--- config.mk ---
export PLATFORM = sky130hd
export DESIGN_NAME = sl_tx_fifo
export DESIGN_NICKNAME = d
export VERILOG_FILES = /design/src/rtl/sl_tx_fifo.sv
export SDC_FILE = /design/constraint.sdc
export NUM_CORES = 1
export LEC_CHECK = 0
export ABC_CLOCK_PERIOD_IN_PS = 3680
export CAP_MARGIN = 20
export CORE_MARGIN = 2
export CORE_UTILIZATION = 59
export CTS_BUF_LIST = sky130_fd_sc_hd__clkbuf_8 sky130_fd_sc_hd__clkbuf_16
export CTS_CLUSTER_SIZE = 12
export DETAILED_ROUTE_END_ITERATION = 6
export PLACE_DENSITY = 0.89
export SLEW_MARGIN = 40
export SYNTH_ARGS = -nofsm -noshare
export SYNTH_HDL_FRONTEND = slang
export SYNTH_SLANG_ARGS = --single-unit
--- constraint.sdc ---
create_clock -name clk -period 3.68 [get_ports clk]
set_input_delay 1.104 -clock clk [delete_from_list [all_inputs] [get_ports clk]]
set_output_delay 1.104 -clock clk [all_outputs]
set_load 0.005 [all_outputs]
--- src/rtl/sl_tx_fifo.sv ---
// SL (SL0/SL1) serial transmitter fed by a small word FIFO.
// Words leave LSB-first with parity, stop, end marker and a programmable idle gap.
module sl_tx_fifo #(
  parameter int DATA_W     = 32,
  parameter int FIFO_DEPTH = 4,
  parameter int DIV_W      = 8,
  parameter int BQ_W       = $clog2(DATA_W) + 1
) (
  input  logic                        clk,
  input  logic                        rst_n,
  input  logic [DATA_W-1:0]           wr_data,
  input  logic                        wr_valid,
  output logic                        wr_ready,
  input  logic                        flush,
  input  logic [BQ_W-1:0]             cfg_bits,
  input  logic [DIV_W-1:0]            cfg_div,
  input  logic                        cfg_parity_odd,
  input  logic [3:0]                  cfg_gap,
  output logic                        sl0,
  output logic                        sl1,
  output logic                        busy,
  output logic                        word_done,
  output logic [$clog2(FIFO_DEPTH):0] fifo_level
);

  localparam int PTR_W = $clog2(FIFO_DEPTH);
  localparam int LVL_W = PTR_W + 1;

  typedef enum logic [2:0] {
    S_IDLE,
    S_DATA,
    S_BGAP,
    S_PAR,
    S_PGAP,
    S_STOP,
    S_SEND_END,
    S_IGAP
  } state_t;

  state_t r_state;
  state_t w_state_next;

  logic [DATA_W-1:0] r_mem [FIFO_DEPTH];
  logic [PTR_W-1:0]  r_wr_ptr;
  logic [PTR_W-1:0]  r_rd_ptr;
  logic [LVL_W-1:0]  r_level;
  logic              w_full;
  logic              w_empty;
  logic              w_push;
  logic              w_pop;
  logic [DATA_W-1:0] w_head;

  logic [DATA_W-1:0] r_shift;
  logic [BQ_W-1:0]   r_nbits;
  logic [BQ_W-1:0]   r_bit_cnt;
  logic [DIV_W-1:0]  r_div;
  logic [DIV_W-1:0]  r_phase_cnt;
  logic [3:0]        r_gap;
  logic [3:0]        r_gap_cnt;
  logic              r_par;

  logic [BQ_W-1:0]   w_nbits;
  logic [DATA_W-1:0] w_mask;
  logic              w_par;
  logic              w_phase_end;
  logic              w_last_bit;
  logic              w_last_gap;

  logic              r_sl0;
  logic              r_sl1;
  logic              r_busy;
  logic              w_sl0;
  logic              w_sl1;

  // ---------------- FIFO ----------------
  assign w_full     = (r_level == LVL_W'(FIFO_DEPTH));
  assign w_empty    = (r_level == '0);
  assign w_push     = wr_valid && !w_full && !flush;
  assign w_pop      = (r_state == S_IDLE) && !w_empty;
  assign w_head     = r_mem[r_rd_ptr];
  assign wr_ready   = !w_full;
  assign fifo_level = r_level;

  always_ff @(posedge clk) begin
    if (w_push) begin
      r_mem[r_wr_ptr] <= wr_data;
    end
  end

  // A pop on the flush edge still hands its word to the transmitter.
  always_ff @(posedge clk or negedge rst_n) begin
    if (!rst_n) begin
      r_wr_ptr <= '0;
      r_rd_ptr <= '0;
      r_level  <= '0;
    end else if (flush) begin
      r_wr_ptr <= '0;
      r_rd_ptr <= '0;
      r_level  <= '0;
    end else begin
      if (w_push) r_wr_ptr <= r_wr_ptr + PTR_W'(1);
      if (w_pop)  r_rd_ptr <= r_rd_ptr + PTR_W'(1);
      case ({w_push, w_pop})
        2'b10:   r_level <= r_level + LVL_W'(1);
        2'b01:   r_level <= r_level - LVL_W'(1);
        default: r_level <= r_level;
      endcase
    end
  end

  // ---------------- word setup at pop ----------------
  assign w_nbits = ((cfg_bits == '0) || (cfg_bits > BQ_W'(DATA_W))) ? BQ_W'(DATA_W) : cfg_bits;

  genvar gi;
  generate
    for (gi = 0; gi < DATA_W; gi++) begin : g_mask
      assign w_mask[gi] = (BQ_W'(gi) < w_nbits);
    end
  endgenerate

  assign w_par = (^(w_head & w_mask)) ^ cfg_parity_odd;

  assign w_phase_end = (r_phase_cnt == r_div);
  assign w_last_bit  = (r_bit_cnt == r_nbits - BQ_W'(1));
  assign w_last_gap  = (r_gap_cnt == r_gap - 4'd1);

  // ---------------- FSM ----------------
  always_ff @(posedge clk or negedge rst_n) begin
    if (!rst_n) begin
      r_state <= S_IDLE;
    end else begin
      r_state <= w_state_next;
    end
  end

  always_comb begin
    w_state_next = r_state;
    word_done    = 1'b0;
    case (r_state)
      S_IDLE:     if (w_pop) w_state_next = S_DATA;
      S_DATA:     if (w_phase_end) w_state_next = S_BGAP;
      S_BGAP:     if (w_phase_end) w_state_next = w_last_bit ? S_PAR : S_DATA;
      S_PAR:      if (w_phase_end) w_state_next = S_PGAP;
      S_PGAP:     if (w_phase_end) w_state_next = S_STOP;
      S_STOP:     if (w_phase_end) w_state_next = S_SEND_END;
      S_SEND_END: begin
        if (w_phase_end) begin
          word_done    = 1'b1;
          w_state_next = (r_gap != 4'd0) ? S_IGAP : S_IDLE;
        end
      end
      S_IGAP:     if (w_phase_end && w_last_gap) w_state_next = S_IDLE;
      default:    w_state_next = S_IDLE;
    endcase
  end

  // ---------------- counters and shift register ----------------
  always_ff @(posedge clk or negedge rst_n) begin
    if (!rst_n) begin
      r_shift     <= '0;
      r_nbits     <= '0;
      r_bit_cnt   <= '0;
      r_div       <= '0;
      r_phase_cnt <= '0;
      r_gap       <= '0;
      r_gap_cnt   <= '0;
      r_par       <= 1'b0;
    end else if (w_pop) begin
      r_shift     <= w_head;
      r_nbits     <= w_nbits;
      r_div       <= cfg_div;
      r_gap       <= cfg_gap;
      r_par       <= w_par;
      r_phase_cnt <= '0;
      r_bit_cnt   <= '0;
      r_gap_cnt   <= '0;
    end else if (r_state != S_IDLE) begin
      r_phase_cnt <= w_phase_end ? '0 : r_phase_cnt + DIV_W'(1);
      if (w_phase_end) begin
        if (r_state == S_DATA) r_shift <= r_shift >> 1;
        if (r_state == S_BGAP) r_bit_cnt <= w_last_bit ? '0 : r_bit_cnt + BQ_W'(1);
        if (r_state == S_IGAP) r_gap_cnt <= w_last_gap ? '0 : r_gap_cnt + 4'd1;
      end
    end
  end

  // ---------------- line encoding ----------------
  always_comb begin
    w_sl0 = 1'b1;
    w_sl1 = 1'b1;
    case (r_state)
      S_DATA: begin
        w_sl0 = r_shift[0];
        w_sl1 = !r_shift[0];
      end
      S_PAR: begin
        w_sl0 = r_par;
        w_sl1 = !r_par;
      end
      S_STOP: begin
        w_sl0 = 1'b0;
        w_sl1 = 1'b0;
      end
      default: begin
        w_sl0 = 1'b1;
        w_sl1 = 1'b1;
      end
    endcase
  end

  // busy is held across the single IDLE clock between back-to-back words.
  always_ff @(posedge clk or negedge rst_n) begin
    if (!rst_n) begin
      r_sl0  <= 1'b1;
      r_sl1  <= 1'b1;
      r_busy <= 1'b0;
    end else begin
      r_sl0  <= w_sl0;
      r_sl1  <= w_sl1;
      r_busy <= (r_state != S_IDLE) || (r_busy && w_pop);
    end
  end

  assign sl0  = r_sl0;
  assign sl1  = r_sl1;
  assign busy = r_busy;

endmodule

* Word level (Yosys, flattened, before mapping) *
Memory sizes are Yosys's and may differ from the RTL's.
Cells that the tools add are included.
W data, S select, Z words.

operators by class
  add/subtract/negate cells = 9
  $lt $le $gt $ge = 33
  eq/ne operators = 21
  mux-type cells = 41
  bitwise gates (word level) = 2
  reductions and logical operators = 30

operators by type and width
  cell                   number
  $mux W32               4
  $lt A5 B6 Y1 const A   16
  $lt A4 B6 Y1 const A   8
  $mux W6                6
  $and A32 B32 Y32       1
  $reduce_xor A32 Y1     1
  $mux W3                10
  $lt A3 B6 Y1 const A   4
  $mux W8                3
  $pmux W3 S8            1
  $mux W4                5
  $ne A2 B2 Y1 const B   8
  $eq A3 B3 Y1 const B   5
  $reduce_bool A2 Y1     7
  $lt A1 B6 Y1 const A   2
  $lt A2 B6 Y1 const A   2
  $mux W2                5
  $reduce_and A3 Y1      3
  $add A8 B1 Y8 const B  1
  $eq A8 B8 Y1           1
  $reduce_and A8 Y1      1
  $add A6 B1 Y6 const B  1
  $eq A3 B2 Y1 const B   2
  $eq A6 B6 Y1           1
  other kinds (22)       38

word-level totals
  register bits = 82
  RAM bits = 128
  logic and storage cells = 152
  memories kept = 1

memory list
  name   words  width  read ports  clocked after Yosys merged registers in  write ports  RTL line  source
  r_mem  4      32     1           0                                        1            43        logic [DATA_W-1:0] r_mem [FIFO_DEPTH];

* Depth between registers and ports, before layout *
Gate-level depths: netlist (run 1).

  depth in word-level cells = 7
  gate-level depth with buffers = 13
  depth with buffers taken out = 10

* Worst setup path before layout (run 1) *
Ideal clock, no wire load.

  path kind = input -> register
  from = in cfg_bits[2]
  to = reg r_par
  library setup time = 0.125 ns
  data arrival time = 3.376 ns
  path slack = 0.179 ns
  cell stages on the path = 10
  cell sequence = buf_6 -> or4_4 -> o21bai_1 -> nand2_1 -> xnor2_1 -> xnor2_1 -> xnor3_1 -> xnor3_1 -> xnor2_1 -> mux2_4

on the way
  longest elaborated chain between the ends = 7

ends and longest elaborated chain
  element                                           RTL line  source
  from (decl)                                       15        input logic [BQ_W-1:0] cfg_bits,
  $gt A6 B6 Y1 or $logic_not A6 Y1 (tied branches)  112       assign w_nbits = ((cfg_bits == '0) || (cfg_bits > BQ_W'(DATA_W))) ? BQ_W'(DATA_W) : cfg_bits;
  $logic_or A1 B1 Y1                                112
  $mux W6 (*)                                       112
  $lt A1 B6 Y1 (tied with other cells)              117       assign w_mask[gi] = (BQ_W'(gi) < w_nbits);
  $and A32 B32 Y32 (*)                              121       assign w_par = (^(w_head & w_mask)) ^ cfg_parity_odd;
  $reduce_xor A32 Y1 (*)                            121
  $xor A1 B1 Y1 (*)                                 121
  to (signal assigned)                              173       r_par <= w_par;
  to (decl)                                         60        logic r_par;

Mark *: on every way between the ends. The rest lies on a longest branch, timed or not.
A chain may end at the register's enable or synchronous reset.

* Worst setup path in the final report (run 1) *
  from = in cfg_bits[3]
  to = reg r_par

Same word-level chain as after synthesis.

==> Implementation_results.wiki, run 1 <==
{| class="wikitable"
! Metric !! Value
|-
| Run status || finished with violations
|-
| Violations in the final reports || setup timing
|-
| Number of buffers added by the clock tree synthesis step || 23
|-
| CP max stage delay || 530 ps
|-
| I/O pins || 63
|-
| Sink Count || 210
|-
| Count of filler cells inserted in the layout || 988
|-
| Total negative slack || -32.8 ps
|-
| Count of final hold-check violations || 0
|-
| Crit share post-route || 1.01
|-
| Post-synth top flop || edfxtp_1
|-
| Number of buffers on the longest clock path || 3
|-
| Leading cell types by total area after synthesis || edfxtp_1 40%, dfrtp_1 21%, nand2_1 5.3%
|-
| Critical path buffers and inverters || 3
|-
| Ordered cell list for the critical path || clkdlybuf4s50_1 > buf_4 > nor4bb_2 > buf_4 > nand2_1 > a32o_1 > xnor3_1 > a22oi_2 > xnor2_1 > xnor3_1 > xnor2_1 > mux2_4
|-
| Number of nets in the finished design || 915
|-
| Sequential fraction of the synthesis area || 0.610
|-
| Family of cells with the greatest summed delay on the critical path || buffers and inverters
|-
| Met2 wire length || 11.1 mm
|-
| Post-DP Area || 10700 µm²
|-
| Path type of the worst min-delay path || register to register
|-
| Number of H-tree levels || 1
|-
| Post-synthesis sequential element count || 210
|-
| M1 WL || 8.53 mm
|-
| CP Max Fanout || 10
|-
| Clock latency at the later pin of the worst-skew pair || 520 ps
|-
| Core ar. || 15900 µm²
|-
| Leakage power figure || 4.42 nW
|-
| Pin count of the biggest net entering global routing || 48
|-
| Post-synth top cells || 137 x nand2_1, 128 x edfxtp_1, 80 x dfrtp_1
|-
| Worst slew pin tran || 655 ps
|-
| First-pass GRT wire length || 34.9 mm
|-
| Max-cap check violation count || 0
|-
| Power after layout || 8.41 mW
|-
| Final cell count without fillers || 1082
|-
| Required time of the worst setup path || 4090 ps
|-
| Fmax || 0.269 GHz
|-
| Per-instance average area after synthesis || 12.9 µm²
|-
| Share of synthesized registers carrying an async set or reset || 0.390
|-
| Number of antenna repair diodes || 0
|-
| Floorplan row count || 46
|-
| Wirelength per Cell || 20.5 µm
|-
| Setup Crit Path Kind || input pin to register
|-
| Critical path arrival || 4120 ps
|-
| TritonCTS clock tree || done
|-
| Fraction of layout instances using a drive strength above 1 || 0.140
|-
| Number of antenna violations at the first check in global routing || 0
|-
| Cell variety after synth || 67
|-
| Residual antenna-violating net count after detailed routing || 0
|-
| Floorplan die area || 17400 µm²
|-
| Maximum VDD drop || 565 µV
|-
| Final Wtd Congestion || 0.916
|-
| Initial standard-cell utilization of the core || 0.606
|-
| Detailed placement HPWL || 13.9 mm
|-
| Kind of start point of the critical path || input pin
|-
| Input/output buffers || 62
|-
| Fin Hold WS || 503 ps
|-
| Final number of setup-violating endpoints || 1
|-
| Clock tree skew after final layout || 16.4 ps
|-
| Final Slew Violations || 0
|-
| Clock slew at reported path FFs || 60 ps
|-
| Worst setup timing slack at the placement stage || -399 ps
|-
| Via/cell ratio || 5.96
|-
| Via count of the first global-routing pass || 6511
|-
| Total routed wirelength || 22.2 mm
|-
| Slew HR || 0.560
|-
| Number of synthesized flops with an enable pin || 128
|-
| DIE WIDTH || 132 µm
|-
| Cell total after placement || 1039
|-
| DRC Markers || 0
|-
| Power density over cell area || 734 nW/µm²
|-
| Number of search-and-repair iterations in the first detailed-routing pass || 6
|-
| Minimum clock period || 3710 ps
|-
| Die Span Y || 132 µm
|-
| Highest metal layer with signal wires || met4
|-
| Utilization of the core after routing || 0.719
|-
| Area Overhead vs Synth || 18.6%
|-
| Hold bufs inserted after CTS || 0
|-
| Detailed-route via count || 6446
|-
| Clock root buffer || clkbuf_16
|-
| Syn Std Cell Area || 9660 µm²
|-
| Share of the synthesized area in the top cell type || 0.398
|-
| Final WS setup || -32.8 ps
|-
| Total length of routed met3 wires || 1.55 mm
|-
| Number of cells produced by synthesis || 751
|-
| Nets in the synthesized netlist || 817
|-
| Cell with the most instances after synthesis || nand2_1
|-
| Nature of the critical path endpoint || register
|-
| Overflow left after global routing || 0
|-
| Finished layout cell area || 11500 µm²
|-
| Synth Warn # || 0
|-
| Largest area contributor in the synthesized netlist || edfxtp_1
|-
| Total global-route track usage || 0.255
|-
| Worst path slowest cell || clkdlybuf4s50_1
|-
| DRT iter0 DRCs || 709
|}
## flip-flops by register name, indices dropped and copies added, names as in the netlist
register,flops
busy,1
sl1,1
r_shift,32
r_par,1
r_nbits,6
r_div,8
r_rd_ptr,2
r_wr_ptr,2
r_gap,4
r_bit_cnt,6
r_mem,128
fifo_level,3
r_phase_cnt,8
r_state,3
r_gap_cnt,4
sl0,1
## cell families (layout without fill, tap and decap cells)
| kind of cell | Yosys count | after routing | synth area share |
|---|---|---|---|
| AND/OR/NAND/NOR | 277 | 277 | 0.126 |
| flip-flops | 210 | 210 | 0.610 |
| AO/OA/AOI/OAI | 106 | 106 | 0.0703 |
| XOR/XNOR | 58 | 58 | 0.0583 |
| buffers and inverters | 48 | 163 | 0.0294 |
| multiplexers | 41 | 41 | 0.0909 |
| adder cells (fa/ha/maj) | 11 | 11 | 0.0150 |
## area by class of cell
class / instances / area (µm²) / share of cell area
Timing Repair Buffer: 110 / 1010 / 0.0879
Multi-Input combinational cell: 493 / 3530 / 0.308
Clock inverter: 18 / 121 / 0.0106
Clock buffer: 24 / 589 / 0.0514
Inverter: 11 / 41.3 / 0.00360
Sequential cell: 210 / 5900 / 0.515
Tap cell: 216 / 270 / 0.0236
## placed cells by master, fill, tap and decap left out, types with 6 or more instances in the layout
cell type        netlist  layout
a21oi_1               11      11
a31oi_1               32      32
buf_4                  2      46
clkbuf_16              0      23
clkdlybuf4s50_1        0      61
dfrtp_1               80      79
edfxtp_1             128     128
ha_1                  10      10
inv_1                 11      22
mux2i_1                6       6
mux4_1                16      16
mux4_2                16      16
nand2_1              137     137
nand3_1               12      12
nand4_1                7       7
nor2_1                75      74
nor3_1                 9       9
o21ai_0               28      28
xnor2_1               33      33
xor2_1                21      21
## layer usage
layer / GRT usage / vias up
met5: 0 / -
met2: 0.424 / 330
met1: 0.332 / 3098
met3: 0.0465 / 82
li1: - / 2936
met4: 0.112 / 0
## tightest hold or removal path, delay by kind of cell, from the launching register on
family	cells	cell delay (ps)
flops	1	360
simple gates	2	110
## path summary, 6_finish.rpt
| path | start | endpoint | slack, ps | depth (start not counted) |
|---|---|---|---|---|
| max in group asynchronous | rst_n | r_shift[0] | 2380 | 2 |
| min | r_div[5] | r_div[5] | 500 | 2 |
| max reg2reg | r_rd_ptr[0] | r_par | 200 | 10 |
| max | cfg_bits[3] | r_par | -30 | 12 |
| min in group asynchronous | rst_n | r_div[6] | 580 | 1 |
| min reg2reg | r_div[5] | r_div[5] | 500 | 2 |
## repair_timing
item | CTS | global route
hold endpoints to repair | 0 | 0
resized for setup | 0 | 8
buffers inserted | 0 | 1
endpoints found under the setup margin | 0 | 1
## power breakdown
part	internal [mW]	switching [mW]	total, mW
Combinational	1.38	1.53	2.91
Sequential	2.97	0.380	3.35
Clock	1.24	0.914	2.15
Power figures use the tool's default switching activity.
==> run 2: changes to the inputs <==
--- a/config.mk
+++ b/config.mk
@@ -10,9 +10,11 @@
 export CORE_MARGIN = 2
 export CORE_UTILIZATION = 59
 export CTS_BUF_LIST = sky130_fd_sc_hd__clkbuf_8 sky130_fd_sc_hd__clkbuf_16
+export CTS_CLUSTER_DIAMETER = 120
 export CTS_CLUSTER_SIZE = 12
 export DETAILED_ROUTE_END_ITERATION = 6
 export PLACE_DENSITY = 0.89
+export SETUP_SLACK_MARGIN = 0.3
 export SLEW_MARGIN = 40
 export SYNTH_ARGS = -nofsm -noshare
 export SYNTH_HDL_FRONTEND = slang
==> Implementation_results.wiki, run 2 (same netlist as run 1, synthesis figures left out) <==
{| class="wikitable"
! Metric !! Value
|-
| Sequential cell area || 5900 µm² (unchanged)
|-
| CP Max Fanout || 5 (-5)
|-
| Leakage power figure || 4.44 nW (+0.43%)
|-
| I/O pins || 63 (unchanged)
|-
| Number of antenna violations at the first check in global routing || 2 (+2)
|-
| Largest register FFs || 128 (unchanged)
|-
| Clock tree skew after final layout || 11.4 ps (-4.95 ps)
|-
| Worst path slowest cell || or4b_4
|-
| Kind of start point of the critical path || input pin
|-
| Required time of the worst setup path || 4080 ps (about the same)
|-
| Clock slew at reported path FFs || 70 ps (about the same)
|-
| Via/cell ratio || 6.32 (+6.1%)
|-
| Number of nets in the finished design || 916 (+0.11%)
|-
| Overflow left after global routing || 0 (unchanged)
|-
| Multi-input logic area || 3620 µm² (+2.5%)
|-
| Worst slew pin tran || 734 ps (+78.1 ps)
|-
| Total negative slack || 0 ps (+32.8 ps)
|-
| Core ar. || 15900 µm² (unchanged)
|-
| Power after layout || 8.33 mW (-1.0%)
|-
| Fraction of layout instances using a drive strength above 1 || 0.154 (+0.0142)
|-
| Clock root buffer || clkbuf_16
|-
| Path type of the worst min-delay path || register to register
|-
| Floorplan die area || 17400 µm² (unchanged)
|-
| Initial standard-cell utilization of the core || 0.606 (unchanged)
|-
| Largest registers ranked by flip-flop count || r_mem x128, r_shift x32
|-
| Power density over cell area || 726 nW/µm² (-1.1%)
|-
| Number of buffers on the longest clock path || 3 (unchanged)
|-
| Slew HR || 0.507 (-0.0525)
|-
| Post-DP Area || 10700 µm² (+0.13%)
|-
| DRC Markers || 0 (unchanged)
|-
| Pin count of the biggest net entering global routing || 55 (+15%)
|-
| Wirelength per Cell || 22.8 µm (+11%)
|-
| Run status || finished clean
|-
| Setup Crit Path Kind || input pin to register
|-
| Cell total after placement || 1035 (-0.38%)
|-
| Maximum VDD drop || 483 µV (-14%)
|-
| Number of buffers added by the clock tree synthesis step || 21 (-8.7%)
|-
| CP max stage delay || 560 ps (+30 ps)
|-
| Detailed placement HPWL || 13.7 mm (-1.5%)
|-
| Largest register by flop count || r_mem
|-
| Family of cells with the greatest summed delay on the critical path || simple AND/OR/NAND/NOR gates
|-
| Number of H-tree levels || 1 (unchanged)
|-
| Max-cap check violation count || 0 (unchanged)
|-
| Final Slew Violations || 0 (unchanged)
|-
| DRT iter0 DRCs || 855 (+21%)
|-
| Ordered cell list for the critical path || dlygate4sd2_1 > buf_6 > buf_4 > or4b_4 > nor4_4 > o21ai_2 > a31o_1 > o221ai_1 > a21oi_2 > xnor2_1 > xnor2_1 > mux2_4
|-
| Area Overhead vs Synth || 18.7% (about the same)
|-
| Final Wtd Congestion || 0.890 (-2.8%)
|-
| Reg2reg setup slack || 350 ps (+150 ps)
|-
| Finished layout cell area || 11500 µm² (about the same)
|-
| Critical path buffers and inverters || 3 (unchanged)
|-
| Detailed-route via count || 6835 (+6.0%)
|-
| Input/output buffers || 62 (unchanged)
|-
| Crit share post-route || 0.931 (-0.0777)
|-
| Nature of the critical path endpoint || register
|-
| Total routed wirelength || 24.6 mm (+11%)
|-
| Count of final hold-check violations || 0 (unchanged)
|-
| Fmax || 0.292 GHz (+8.3%)
|-
| Minimum clock period || 3430 ps (-286 ps)
|-
| Clock latency at the later pin of the worst-skew pair || 510 ps (about the same)
|-
| Sink Count || 210 (unchanged)
|-
| First-pass GRT wire length || 36.3 mm (+3.9%)
|-
| Hold bufs inserted after CTS || 0 (unchanged)
|-
| Final number of setup-violating endpoints || 0 (-1)
|-
| Number of search-and-repair iterations in the first detailed-routing pass || 5 (-1)
|-
| Via count of the first global-routing pass || 6753 (+3.7%)
|-
| Residual antenna-violating net count after detailed routing || 0 (unchanged)
|-
| Count of filler cells inserted in the layout || 960 (-2.8%)
|-
| RSZ-0062 raised after global routing || yes
|-
| Floorplan row count || 46 (unchanged)
|-
| Highest-count cells in the layout ignoring fill and taps || 136 x nand2_1, 128 x edfxtp_1, 79 x dfrtp_1, 71 x nor2_1, 55 x clkdlybuf4s50_1
|-
| DIE WIDTH || 132 µm (unchanged)
|-
| Total global-route track usage || 0.267 (+0.0118)
|-
| TritonCTS clock tree || done
|-
| Die Span Y || 132 µm (unchanged)
|-
| Most common cell after layout, fill and taps aside || nand2_1
|-
| Critical path arrival || 3820 ps (-300 ps)
|-
| Final cell count without fillers || 1081 (-0.092%)
|-
| Most frequent cell on the critical path || xnor2_1
|}
[run 2: cell types whose count changed in the layout (fill, tap and decap cells not counted), moves of 2 or more]
cell	change
o21ai_0	-2
nor2_1	-3
clkdlybuf4s50_1	-6
xnor2_2	+2
inv_1	+3
clkbuf_2	+4
buf_6	+4
nor2_4	+2
clkbuf_16	-2
buf_4	-2
o21ai_1	+2
clkinv_2	-3
xnor2_1	-2
[run 2: final timing paths]
kind | startpoint | endpoint | depth (start not counted)
worst max-delay path | cfg_bits[4] | r_par | 12
worst min-delay path | r_div[1] | r_div[1] | 2
worst max register to register | r_rd_ptr[0] | r_par | 10
worst min register to register | r_div[1] | r_div[1] | 2
max in group asynchronous | rst_n | r_shift[29] | 2
min in group asynchronous | rst_n | r_div[3] | 1
[run 2: through the flow]
stage / setup WS, ps / util / hold slack (ps)
after floorplan: 289 / - / 456
after global placement: -228 / 0.672 / 484
after detailed placement: -317 / 0.672 / 488
after CTS: 313 / 0.714 / 506
after global routing: 213 / 0.719 / 523
final: 253 / 0.719 / 502
[run 2: final cells by class]
type	count	area share
sequential	210	0.514
multi-input combinational	493	0.316
timing repair buffer	113	0.0905
clock buffer	21	0.0458
tap	216	0.0236
clock inverter	16	0.00611
inverter	11	0.00360
antenna	1	0.000218
[run 2: per-layer routing]
| metal | vias up | global-route usage | share of wire |
|---|---|---|---|
| met4 | 2 | 0.117 | 0.044 |
| met2 | 468 | 0.446 | 0.49 |
| met5 | - | 0 | 0.00053 |
| li1 | 2947 | - | - |
| met1 | 3313 | 0.344 | 0.36 |
| met3 | 105 | 0.0492 | 0.10 |
[run 2: power breakdown]
group          leakage (nW)  internal, mW  switching (mW)
combinational          1.96          1.42            1.66
clock                 0.342          1.03           0.885
sequential             2.14          2.97           0.364
total                  4.44          5.42            2.91
[run 2: worst register-to-register path, cell delays in order (launching register included)]
cell and delay (ps):
dfrtp_2 460, buf_12 250, mux4_1 670, o21ai_1 150
xor2_1 100, a31oi_1 230, xnor3_1 400, xnor2_2 210
xnor3_1 350, xnor2_1 130, mux2_4 250
[run 2: timing repair]
item                       in CTS  in global routing
pin swaps                       8                 11
gates cloned                    0                  0
setup endpoints to repair       1                  2
setup buffers                   2                  6
hold endpoints to repair        0                  0
gates resized for setup        22                 18
==> run 3: changes to the inputs <==
--- a/config.mk
+++ b/config.mk
@@ -13,6 +13,7 @@
 export CTS_CLUSTER_DIAMETER = 120
 export CTS_CLUSTER_SIZE = 12
 export DETAILED_ROUTE_END_ITERATION = 6
+export HOLD_SLACK_MARGIN = 0.06
 export PLACE_DENSITY = 0.89
 export SETUP_SLACK_MARGIN = 0.3
 export SLEW_MARGIN = 40
==> results of run 3 <==
Same layout as run 2: the final DEF is identical, and so are final timing and power.
